--- src/rtl/hp35_ldr_pkg.sv ---
// Shared types and constants for the hp35 microcode store loader.
package hp35_ldr_pkg;

    typedef enum logic [3:0] {
        ST_IDLE,
        ST_COLLECT,
        ST_WRITE,
        ST_VRD,
        ST_VWAIT,
        ST_VCMP,
        ST_SETTLE,
        ST_DONE,
        ST_ERROR
    } ldr_state_e;

    localparam logic [1:0] ERR_NONE   = 2'd0;
    localparam logic [1:0] ERR_VERIFY = 2'd1;
    localparam logic [1:0] ERR_ABORT  = 2'd2;

    localparam int unsigned BYTES_PER_WORD = 4;
    localparam int unsigned LANE_W         = $clog2(BYTES_PER_WORD);
    localparam int unsigned WORD_W         = 8 * BYTES_PER_WORD;
    localparam int unsigned SUM_W          = 16;

endpackage

--- src/rtl/hp35_rom_loader_if.sv ---
// Host byte stream and Caravel LA debug port of the hp35 ROM loader.
interface hp35_rom_loader_if #(
    parameter int unsigned ADDR_W = 8
);
    logic              byte_valid;
    logic [7:0]        byte_data;
    logic              byte_ready;
    logic              dbg_req;
    logic              dbg_web;
    logic [ADDR_W-1:0] dbg_addr;
    logic [31:0]       dbg_din;
    logic              dbg_gnt;
    logic [31:0]       dbg_rdata;
    logic              dbg_rvalid;

    modport master (
        output byte_valid, byte_data, dbg_req, dbg_web, dbg_addr, dbg_din,
        input  byte_ready, dbg_gnt, dbg_rdata, dbg_rvalid
    );

    modport slave (
        input  byte_valid, byte_data, dbg_req, dbg_web, dbg_addr, dbg_din,
        output byte_ready, dbg_gnt, dbg_rdata, dbg_rvalid
    );
endinterface

--- src/rtl/hp35_ldr_packer.sv ---
// Little-endian byte-to-word packer with running 16-bit byte checksum.
module hp35_ldr_packer
    import hp35_ldr_pkg::*;
(
    input  logic              clk,
    input  logic              rst,
    input  logic              clear_i,
    input  logic              accept_i,
    input  logic [7:0]        byte_i,
    output logic [WORD_W-1:0] word_o,
    output logic [WORD_W-1:0] word_next_c,
    output logic              word_full_c,
    output logic [SUM_W-1:0]  checksum_o
);

    logic [LANE_W-1:0] idx_q, idx_d;
    logic [WORD_W-1:0] word_q, word_d;
    logic [SUM_W-1:0]  sum_q, sum_d;

    always_comb begin
        idx_d  = idx_q;
        word_d = word_q;
        sum_d  = sum_q;
        if (clear_i) begin
            idx_d = '0;
            sum_d = '0;
        end else if (accept_i) begin
            idx_d                        = idx_q + LANE_W'(1);
            word_d[{idx_q, 3'b000} +: 8] = byte_i;
            sum_d                        = sum_q + SUM_W'(byte_i);
        end
    end

    always_ff @(posedge clk or posedge rst) begin
        if (rst) begin
            idx_q  <= '0;
            word_q <= '0;
            sum_q  <= '0;
        end else begin
            idx_q  <= idx_d;
            word_q <= word_d;
            sum_q  <= sum_d;
        end
    end

    // The full word is handed out combinationally so the write strobe can
    // carry it in the cycle right after the last byte lands.
    assign word_full_c = accept_i && !clear_i && (idx_q == LANE_W'(BYTES_PER_WORD - 1));
    assign word_next_c = word_d;
    assign word_o      = word_q;
    assign checksum_o  = sum_q;

endmodule

--- src/rtl/hp35_rom_loader.sv ---
// Loads, verifies and guards the hp35 microcode SRAM; arbitrates SRAM port 0
// between the boot loader and a single-word LA debug requester.
module hp35_rom_loader
    import hp35_ldr_pkg::*;
#(
    parameter int unsigned ADDR_W      = 8,
    parameter int unsigned WORDS       = 256,
    parameter int unsigned HOLD_CYCLES = 16
) (
    input  logic                osc_in,
    input  logic                ldr_rst,
    input  logic                start,
    input  logic                abort,
    hp35_rom_loader_if.slave    host,
    output logic                sram_csb0,
    output logic                sram_web0,
    output logic [3:0]          sram_wmask0,
    output logic [ADDR_W-1:0]   sram_addr0,
    output logic [31:0]         sram_din0,
    input  logic [31:0]         sram_dout0,
    output logic                pwo_hold,
    output logic                busy,
    output logic                done,
    output logic                err,
    output logic [1:0]          err_code,
    output logic [ADDR_W:0]     word_cnt,
    output logic [15:0]         checksum
);

    localparam int unsigned CNT_W  = ADDR_W + 1;
    localparam int unsigned HOLD_W = $clog2(HOLD_CYCLES + 1);

    ldr_state_e        state_q, state_d;
    logic              csb_q, csb_d, web_q, web_d;
    logic [ADDR_W-1:0] addr_q, addr_d;
    logic [31:0]       din_q, din_d;
    logic              gnt_q, gnt_d, rd_p1_q, rd_p1_d, rvalid_q, rvalid_d;
    logic [31:0]       rdata_q, rdata_d;
    logic [CNT_W-1:0]  word_cnt_q, word_cnt_d;
    logic [1:0]        err_code_q, err_code_d;
    logic [HOLD_W-1:0] hold_q, hold_d;
    logic              start_pend_q, start_pend_d;
    logic              byte_ready_q, byte_ready_d, busy_q, busy_d;
    logic              done_q, done_d, err_q, err_d, pwo_hold_q, pwo_hold_d;

    logic              pk_clear_c, pk_accept_c, word_full_c, rd_busy_c, in_load_c;
    logic [31:0]       word_q, word_next_c;
    logic [CNT_W-1:0]  wc_inc_c;

    assign pk_accept_c = host.byte_valid && byte_ready_q;
    assign rd_busy_c   = (gnt_q && web_q) || rd_p1_q;
    assign wc_inc_c    = word_cnt_q + CNT_W'(1);
    assign in_load_c   = state_q inside {ST_COLLECT, ST_WRITE, ST_VRD, ST_VWAIT,
                                         ST_VCMP, ST_SETTLE};

    hp35_ldr_packer u_packer (
        .clk         (osc_in),
        .rst         (ldr_rst),
        .clear_i     (pk_clear_c),
        .accept_i    (pk_accept_c),
        .byte_i      (host.byte_data),
        .word_o      (word_q),
        .word_next_c (word_next_c),
        .word_full_c (word_full_c),
        .checksum_o  (checksum)
    );

    // Next state, port-0 strobes and status, all registered from state_d.
    always_comb begin
        state_d      = state_q;
        csb_d        = 1'b1;
        web_d        = 1'b1;
        addr_d       = addr_q;
        din_d        = din_q;
        gnt_d        = 1'b0;
        rd_p1_d      = gnt_q && web_q;
        rvalid_d     = rd_p1_q;
        rdata_d      = rd_p1_q ? sram_dout0 : rdata_q;
        word_cnt_d   = word_cnt_q;
        err_code_d   = err_code_q;
        hold_d       = hold_q;
        start_pend_d = start_pend_q;
        pk_clear_c   = 1'b0;

        if (in_load_c && abort) begin
            state_d    = ST_ERROR;
            err_code_d = ERR_ABORT;
        end else begin
            case (state_q)
                ST_IDLE, ST_DONE, ST_ERROR: begin
                    // A start seen during an outstanding debug read is held until it retires.
                    if (start || start_pend_q) begin
                        if (rd_busy_c) begin
                            start_pend_d = 1'b1;
                        end else begin
                            start_pend_d = 1'b0;
                            state_d      = ST_COLLECT;
                            word_cnt_d   = '0;
                            err_code_d   = ERR_NONE;
                            pk_clear_c   = 1'b1;
                        end
                    end else if (host.dbg_req && !rd_busy_c) begin
                        gnt_d  = 1'b1;
                        csb_d  = 1'b0;
                        web_d  = host.dbg_web;
                        addr_d = host.dbg_addr;
                        din_d  = host.dbg_din;
                    end
                end
                ST_COLLECT: begin
                    if (word_full_c) begin
                        state_d = ST_WRITE;
                        csb_d   = 1'b0;
                        web_d   = 1'b0;
                        addr_d  = word_cnt_q[ADDR_W-1:0];
                        din_d   = word_next_c;
                    end
                end
                ST_WRITE: begin
                    state_d = ST_VRD;
                    csb_d   = 1'b0;
                end
                ST_VRD:   state_d = ST_VWAIT;
                ST_VWAIT: state_d = ST_VCMP;
                ST_VCMP: begin
                    if (sram_dout0 != word_q) begin
                        state_d    = ST_ERROR;
                        err_code_d = ERR_VERIFY;
                    end else begin
                        word_cnt_d = wc_inc_c;
                        if (wc_inc_c == CNT_W'(WORDS)) begin
                            state_d = ST_SETTLE;
                            hold_d  = HOLD_W'(HOLD_CYCLES);
                        end else begin
                            state_d = ST_COLLECT;
                        end
                    end
                end
                ST_SETTLE: begin
                    hold_d = hold_q - HOLD_W'(1);
                    if (hold_q == HOLD_W'(1)) state_d = ST_DONE;
                end
                default: state_d = ST_IDLE;
            endcase
        end

        byte_ready_d = (state_d == ST_COLLECT);
        busy_d       = state_d inside {ST_COLLECT, ST_WRITE, ST_VRD, ST_VWAIT,
                                       ST_VCMP, ST_SETTLE};
        done_d       = (state_d == ST_DONE);
        err_d        = (state_d == ST_ERROR);
        pwo_hold_d   = (state_d != ST_DONE);
    end

    always_ff @(posedge osc_in or posedge ldr_rst) begin
        if (ldr_rst) begin
            state_q      <= ST_IDLE;
            csb_q        <= 1'b1;
            web_q        <= 1'b1;
            addr_q       <= '0;
            din_q        <= '0;
            gnt_q        <= 1'b0;
            rd_p1_q      <= 1'b0;
            rvalid_q     <= 1'b0;
            rdata_q      <= '0;
            word_cnt_q   <= '0;
            err_code_q   <= ERR_NONE;
            hold_q       <= '0;
            start_pend_q <= 1'b0;
            byte_ready_q <= 1'b0;
            busy_q       <= 1'b0;
            done_q       <= 1'b0;
            err_q        <= 1'b0;
            pwo_hold_q   <= 1'b1;
        end else begin
            state_q      <= state_d;
            csb_q        <= csb_d;
            web_q        <= web_d;
            addr_q       <= addr_d;
            din_q        <= din_d;
            gnt_q        <= gnt_d;
            rd_p1_q      <= rd_p1_d;
            rvalid_q     <= rvalid_d;
            rdata_q      <= rdata_d;
            word_cnt_q   <= word_cnt_d;
            err_code_q   <= err_code_d;
            hold_q       <= hold_d;
            start_pend_q <= start_pend_d;
            byte_ready_q <= byte_ready_d;
            busy_q       <= busy_d;
            done_q       <= done_d;
            err_q        <= err_d;
            pwo_hold_q   <= pwo_hold_d;
        end
    end

    assign sram_csb0       = csb_q;
    assign sram_web0       = web_q;
    assign sram_wmask0     = 4'hF;
    assign sram_addr0      = addr_q;
    assign sram_din0       = din_q;
    assign host.byte_ready = byte_ready_q;
    assign host.dbg_gnt    = gnt_q;
    assign host.dbg_rdata  = rdata_q;
    assign host.dbg_rvalid = rvalid_q;
    assign pwo_hold        = pwo_hold_q;
    assign busy            = busy_q;
    assign done            = done_q;
    assign err             = err_q;
    assign err_code        = err_code_q;
    assign word_cnt        = word_cnt_q;

endmodule

--- src/flat_wrapper.sv ---
// flat-port wrapper written by rule: the top's interface ports become plain ports
module hp35_rom_loader_flat import hp35_ldr_pkg::*;
#(
    parameter int unsigned ADDR_W      = 8,
    parameter int unsigned WORDS       = 256,
    parameter int unsigned HOLD_CYCLES = 16
)
  (osc_in, ldr_rst, start, abort, sram_csb0, sram_web0, sram_wmask0, sram_addr0, sram_din0, sram_dout0, pwo_hold, busy, done, err, err_code, word_cnt, checksum, host_byte_valid, host_byte_data, host_dbg_req, host_dbg_web, host_dbg_addr, host_dbg_din, host_byte_ready, host_dbg_gnt, host_dbg_rdata, host_dbg_rvalid);
  hp35_rom_loader_if #(.ADDR_W(ADDR_W)) host_i ();
  input  logic osc_in;
  input  logic ldr_rst;
  input  logic start;
  input  logic abort;
  output logic sram_csb0;
  output logic sram_web0;
  output logic [3:0] sram_wmask0;
  output logic [ADDR_W-1:0] sram_addr0;
  output logic [31:0] sram_din0;
  input  logic [31:0] sram_dout0;
  output logic pwo_hold;
  output logic busy;
  output logic done;
  output logic err;
  output logic [1:0] err_code;
  output logic [ADDR_W:0] word_cnt;
  output logic [15:0] checksum;
  input wire logic [$bits(host_i.byte_valid)-1:0] host_byte_valid;
  input wire logic [$bits(host_i.byte_data)-1:0] host_byte_data;
  input wire logic [$bits(host_i.dbg_req)-1:0] host_dbg_req;
  input wire logic [$bits(host_i.dbg_web)-1:0] host_dbg_web;
  input wire logic [$bits(host_i.dbg_addr)-1:0] host_dbg_addr;
  input wire logic [$bits(host_i.dbg_din)-1:0] host_dbg_din;
  output wire logic [$bits(host_i.byte_ready)-1:0] host_byte_ready;
  output wire logic [$bits(host_i.dbg_gnt)-1:0] host_dbg_gnt;
  output wire logic [$bits(host_i.dbg_rdata)-1:0] host_dbg_rdata;
  output wire logic [$bits(host_i.dbg_rvalid)-1:0] host_dbg_rvalid;
  assign host_i.byte_valid = host_byte_valid;
  assign host_i.byte_data = host_byte_data;
  assign host_i.dbg_req = host_dbg_req;
  assign host_i.dbg_web = host_dbg_web;
  assign host_i.dbg_addr = host_dbg_addr;
  assign host_i.dbg_din = host_dbg_din;
  assign host_byte_ready = host_i.byte_ready;
  assign host_dbg_gnt = host_i.dbg_gnt;
  assign host_dbg_rdata = host_i.dbg_rdata;
  assign host_dbg_rvalid = host_i.dbg_rvalid;
  hp35_rom_loader #(.ADDR_W(ADDR_W), .WORDS(WORDS), .HOLD_CYCLES(HOLD_CYCLES)) u_core (.osc_in(osc_in), .ldr_rst(ldr_rst), .start(start), .abort(abort), .host(host_i), .sram_csb0(sram_csb0), .sram_web0(sram_web0), .sram_wmask0(sram_wmask0), .sram_addr0(sram_addr0), .sram_din0(sram_din0), .sram_dout0(sram_dout0), .pwo_hold(pwo_hold), .busy(busy), .done(done), .err(err), .err_code(err_code), .word_cnt(word_cnt), .checksum(checksum));
endmodule
--- config.mk ---
export PLATFORM = sky130hd
export DESIGN_NAME = hp35_rom_loader_flat
export DESIGN_NICKNAME = d
export VERILOG_FILES = /design/src/rtl/hp35_ldr_pkg.sv /design/src/rtl/hp35_rom_loader_if.sv /design/src/rtl/hp35_ldr_packer.sv /design/src/rtl/hp35_rom_loader.sv /design/src/flat_wrapper.sv
export SDC_FILE = /design/constraint.sdc
export NUM_CORES = 1
export LEC_CHECK = 0
export CORE_ASPECT_RATIO = 0.5
export CORE_UTILIZATION = 49
export DETAILED_ROUTE_END_ITERATION = 8
export PLACE_DENSITY_LB_ADDON = 0.1
export SLEW_MARGIN = 20
export SYNTH_ARGS = -nofsm -noshare
export SYNTH_HDL_FRONTEND = slang
export SYNTH_SLANG_ARGS = --single-unit
--- constraint.sdc ---
create_clock -name osc_in -period 6.85 [get_ports osc_in]
set_clock_uncertainty 0.1 [all_clocks]
set_input_delay 1.37 -clock osc_in [delete_from_list [all_inputs] [get_ports osc_in]]
set_output_delay 1.37 -clock osc_in [all_outputs]
set_load 0.03 [all_outputs]
==> impl_results.md <==
* Clk sinks at 153
* Horiz. Die Dim at 179.3 um
* Clock latency on the worst-skew pair at 430 ps
* Power per cell area at 447.4 mW/mm^2
* Required arrival time at the worst endpoint at 7050 ps
* Port Buffers at 194
* Beginning of the worst register-to-register path: u_core.state_q[2]
* Setup TNS after final layout at 0 ps
* Status: complete, but fails checks
* Number of cells on the worst reg-to-reg path at 6
* Total of max-cap violations at 0
* Die Footprint at 0.01625 mm^2
* Highest-count cells in the layout ignoring fill and taps: sky130_fd_sc_hd__clkdlybuf4s50_1, sky130_fd_sc_hd__dfrtp_1, sky130_fd_sc_hd__nand2_1
* Count of endpoints failing hold in the final timing report at 0
* Number of buffers inserted by hold repair at cts at 0
* Number of buffers inserted during clock tree synthesis at 17
* Share of layout cells above drive strength 1 at 10.55%
* # rows at 31
* Fmax at 240.7 MHz
* Initial core utilization at 51.71%
* Detailed Place HPWL at 15160 um
* Vias in the first global route at 6204
* Total chip power at 4.643 mW
* WHS at 379.7 ps
* Floorplan core area at 0.01489 mm^2
* Arr. time, crit path at 4350 ps
* Slew Limit Fails at 0
* Setup-failing EPs final at 0
* DRT Pass-1 Iters at 7
* Cell area reported after detailed placement at 0.009777 mm^2
* Violations in the final reports: design-rule violations
* RSZ-0062 raised after global routing: false
* Minimum clock period after layout at 4155 ps
* Finished Layout Cells at 1136
* Clock tree from TritonCTS: built
* Net count reported at finish at 1029
* Pin count of the biggest net entering global routing at 120
* Overall routed net length at 21050 um
* Yosys warning total at 0
* Post-synthesis instance total at 741
* Final clock period utilization by the worst path at 60.65%
* Die span in y at 90.65 um
* Vias after detailed routing at 6340
* Netlist Area Pre-Place at 0.007701 mm^2
* Number of distinct library cell variants in the gate-level netlist after synthesis at 60
* Remaining antenna violation count after routing at 0
* Via density per instance at 5.581
* Critical path fanouts, max at 10
* Final design area excluding fillers at 0.01038 mm^2
* Async set or reset register ratio after synthesis at 100.0%
* Reg area at 0.003832 mm^2
* Worst min-delay path category: register to register
* Worst max-slew margin expressed relative to the limit at 27.08%
* Number of H-tree levels at 4
* Worst vdd rail ir drop at 0.2136 mV
* Critical hold path startpoint: u_core.err_code[1]
* Antenna cells at 0
* Worst Setup Slack, final at 2695 ps
* Worst reg2reg path endpoint: u_core.sram_din0[13]
* Classification of the worst setup path: input port to register
* Count of flip-flops with a built-in enable after synthesis at 0
* Worst hold path stage count at 1
* Top-level port count at 199
* Pleak at 4.573 nW
* Leading cell type in the layout, fill and taps excluded: sky130_fd_sc_hd__clkdlybuf4s50_1
* Post-Place Cells at 1104
* Resized cells post-CTS at 0
* Post-layout util at 69.67%
* CP Launch Type: input port
* Area overhead of the layout relative to synthesis at 34.75%
* Capturing element type of the critical path: register
* Synthesized area per cell at 10.39 um^2
* Count of state elements after synthesis at 153
* Global-route wire length before repair at 33310 um
* Postcts setup bufs at 0
* Part of the Yosys area used for sequential elements at 49.76%
* Cell at the root of the clock tree: sky130_fd_sc_hd__clkbuf_16
* Setup slack, reg-to-reg at 3170 ps
* Routability cong. at 0.8449
* Aggregate global-route resource usage at 26.83%
* Worst slew pin tran at 1066 ps
* Dominant register cell in the synthesized netlist: sky130_fd_sc_hd__dfrtp_1
* Initial antenna violation count at 0
* Grt total ovfl at 0
* Multi-input gate area in the final layout at 0.003620 mm^2
* Count of unresolved DRC violations after routing at 32
* Clk pin slew, worst setup/hold paths at 70 ps
* Pre-CTS setup slack at 2266 ps
* Number of design-rule violations left by the first detailed-router iteration at 444
* Hold-critical path endpoint: u_core.err_code[1]
* Filler cells at 1092
* Routed length per placed instance at 18.53 um
* Worst-case clock buffer depth at 2
-- registers in the layout (all words and copies together) (netlist names), 4 cells and up --
name / flops
u_core.sram_addr0: 8
u_core.u_packer.checksum_o: 16
u_core.sram_din0: 32
u_core.hold_q: 5
u_core.word_cnt: 9
u_core.host.dbg_rdata: 32
u_core.u_packer.word_o: 32
u_core.state_q: 4
-- cells in the mapped netlist (3+ instances only) --
cell type	count	area, um^2
sky130_fd_sc_hd__nand4_1	3	18.77
sky130_fd_sc_hd__and2_1	3	18.77
sky130_fd_sc_hd__or4_1	5	37.54
sky130_fd_sc_hd__o21a_1	3	22.52
sky130_fd_sc_hd__nand4b_1	3	26.28
sky130_fd_sc_hd__buf_2	4	20.02
sky130_fd_sc_hd__nand3_1	32	160.2
sky130_fd_sc_hd__mux2_2	48	540.5
sky130_fd_sc_hd__nand2_1	88	330.3
sky130_fd_sc_hd__nand2b_1	19	118.9
sky130_fd_sc_hd__mux2i_1	40	400.4
sky130_fd_sc_hd__nor4_1	11	68.82
sky130_fd_sc_hd__nor3b_1	6	45.04
sky130_fd_sc_hd__dfrtp_1	150	3754
sky130_fd_sc_hd__ha_1	16	200.2
sky130_fd_sc_hd__and3_1	8	50.05
sky130_fd_sc_hd__or3_1	10	62.56
sky130_fd_sc_hd__o31ai_1	3	22.52
sky130_fd_sc_hd__a22o_1	3	26.28
sky130_fd_sc_hd__or2_2	3	18.77
sky130_fd_sc_hd__nor3_1	14	70.07
sky130_fd_sc_hd__o21ai_0	36	180.2
sky130_fd_sc_hd__a211o_1	4	35.03
sky130_fd_sc_hd__xnor2_1	10	87.58
sky130_fd_sc_hd__a21o_1	5	37.54
sky130_fd_sc_hd__xor2_1	34	297.8
sky130_fd_sc_hd__dfstp_2	3	78.83
sky130_fd_sc_hd__clkbuf_1	22	82.58
sky130_fd_sc_hd__a31oi_1	18	112.6
sky130_fd_sc_hd__a21oi_1	26	130.1
sky130_fd_sc_hd__nor2_1	40	150.1
sky130_fd_sc_hd__buf_4	5	37.54
sky130_fd_sc_hd__buf_1	3	11.26
sky130_fd_sc_hd__inv_1	26	97.59
-- routing by layer --
| layer | wire length [um] | track usage (%) | up-vias |
|---|---|---|---|
| met4 | 165 | 6.162 | 0 |
| met1 | 9758 | 38.07 | 3131 |
| li1 | - | - | 2979 |
| met5 | 0 | 0 | - |
| met3 | 1702 | 6.566 | 19 |
| met2 | 9424 | 41.28 | 211 |
-- where the power goes --
| group | switching, mW | internal (mW) | leakage, nW |
|---|---|---|---|
| Sequential | 0.244 | 1.23 | 1.93 |
| Combinational | 1.27 | 0.941 | 2.36 |
| Clock | 0.408 | 0.547 | 0.281 |
| Total | 1.92 | 2.72 | 4.57 |
-- worst max path at each step --
| stage | cells after the start | end | slack [ps] | start |
|---|---|---|---|---|
| 2_1_floorplan | 1 | u_core.busy | 1260 | ldr_rst |
| 3_3_place_gp | 7 | u_core.hold_q[2] | 2330 | sram_dout0[9] |
| 3_5_place_dp | 7 | u_core.hold_q[2] | 2270 | sram_dout0[1] |
| 4_1_cts | 7 | u_core.hold_q[2] | 2700 | sram_dout0[1] |
| 5_1_grt | 7 | u_core.busy | 2500 | sram_dout0[1] |
| 6_report | 7 | u_core.hold_q[2] | 2700 | sram_dout0[1] |
-- cells by family after synthesis --
logic type / count (synthesis) / share of synthesized area (%)
AOI/OAI and AO/OA: 121 / 10.12
xor gates and xnor gates: 44 / 5.004
adders and majority gates: 18 / 2.989
buffers and inverters: 63 / 3.591
DFF: 153 / 49.76
muxes: 90 / 12.51
other: 1 / 0.04869
and+or+nand+nor: 251 / 15.97
-- layout make-up --
class	count	area share, %
Tap cell	198	2.387
Clock buffer	18	4.136
Inverter	26	1.013
Sequential cell	153	36.93
Timing Repair Buffer	199	19.07
Multi-Input combinational cell	528	34.88
Clock inverter	14	1.579
-- critical path: stages --
cell and delay (ps):
sky130_fd_sc_hd__clkdlybuf4s50_1 460, sky130_fd_sc_hd__xor2_1 180, sky130_fd_sc_hd__nor4_1 420, sky130_fd_sc_hd__nand4_1 380, sky130_fd_sc_hd__nor3_1 930, sky130_fd_sc_hd__o21ai_0 390
sky130_fd_sc_hd__a21boi_0 220
No activity file was read; power rests on OpenSTA's default activity.
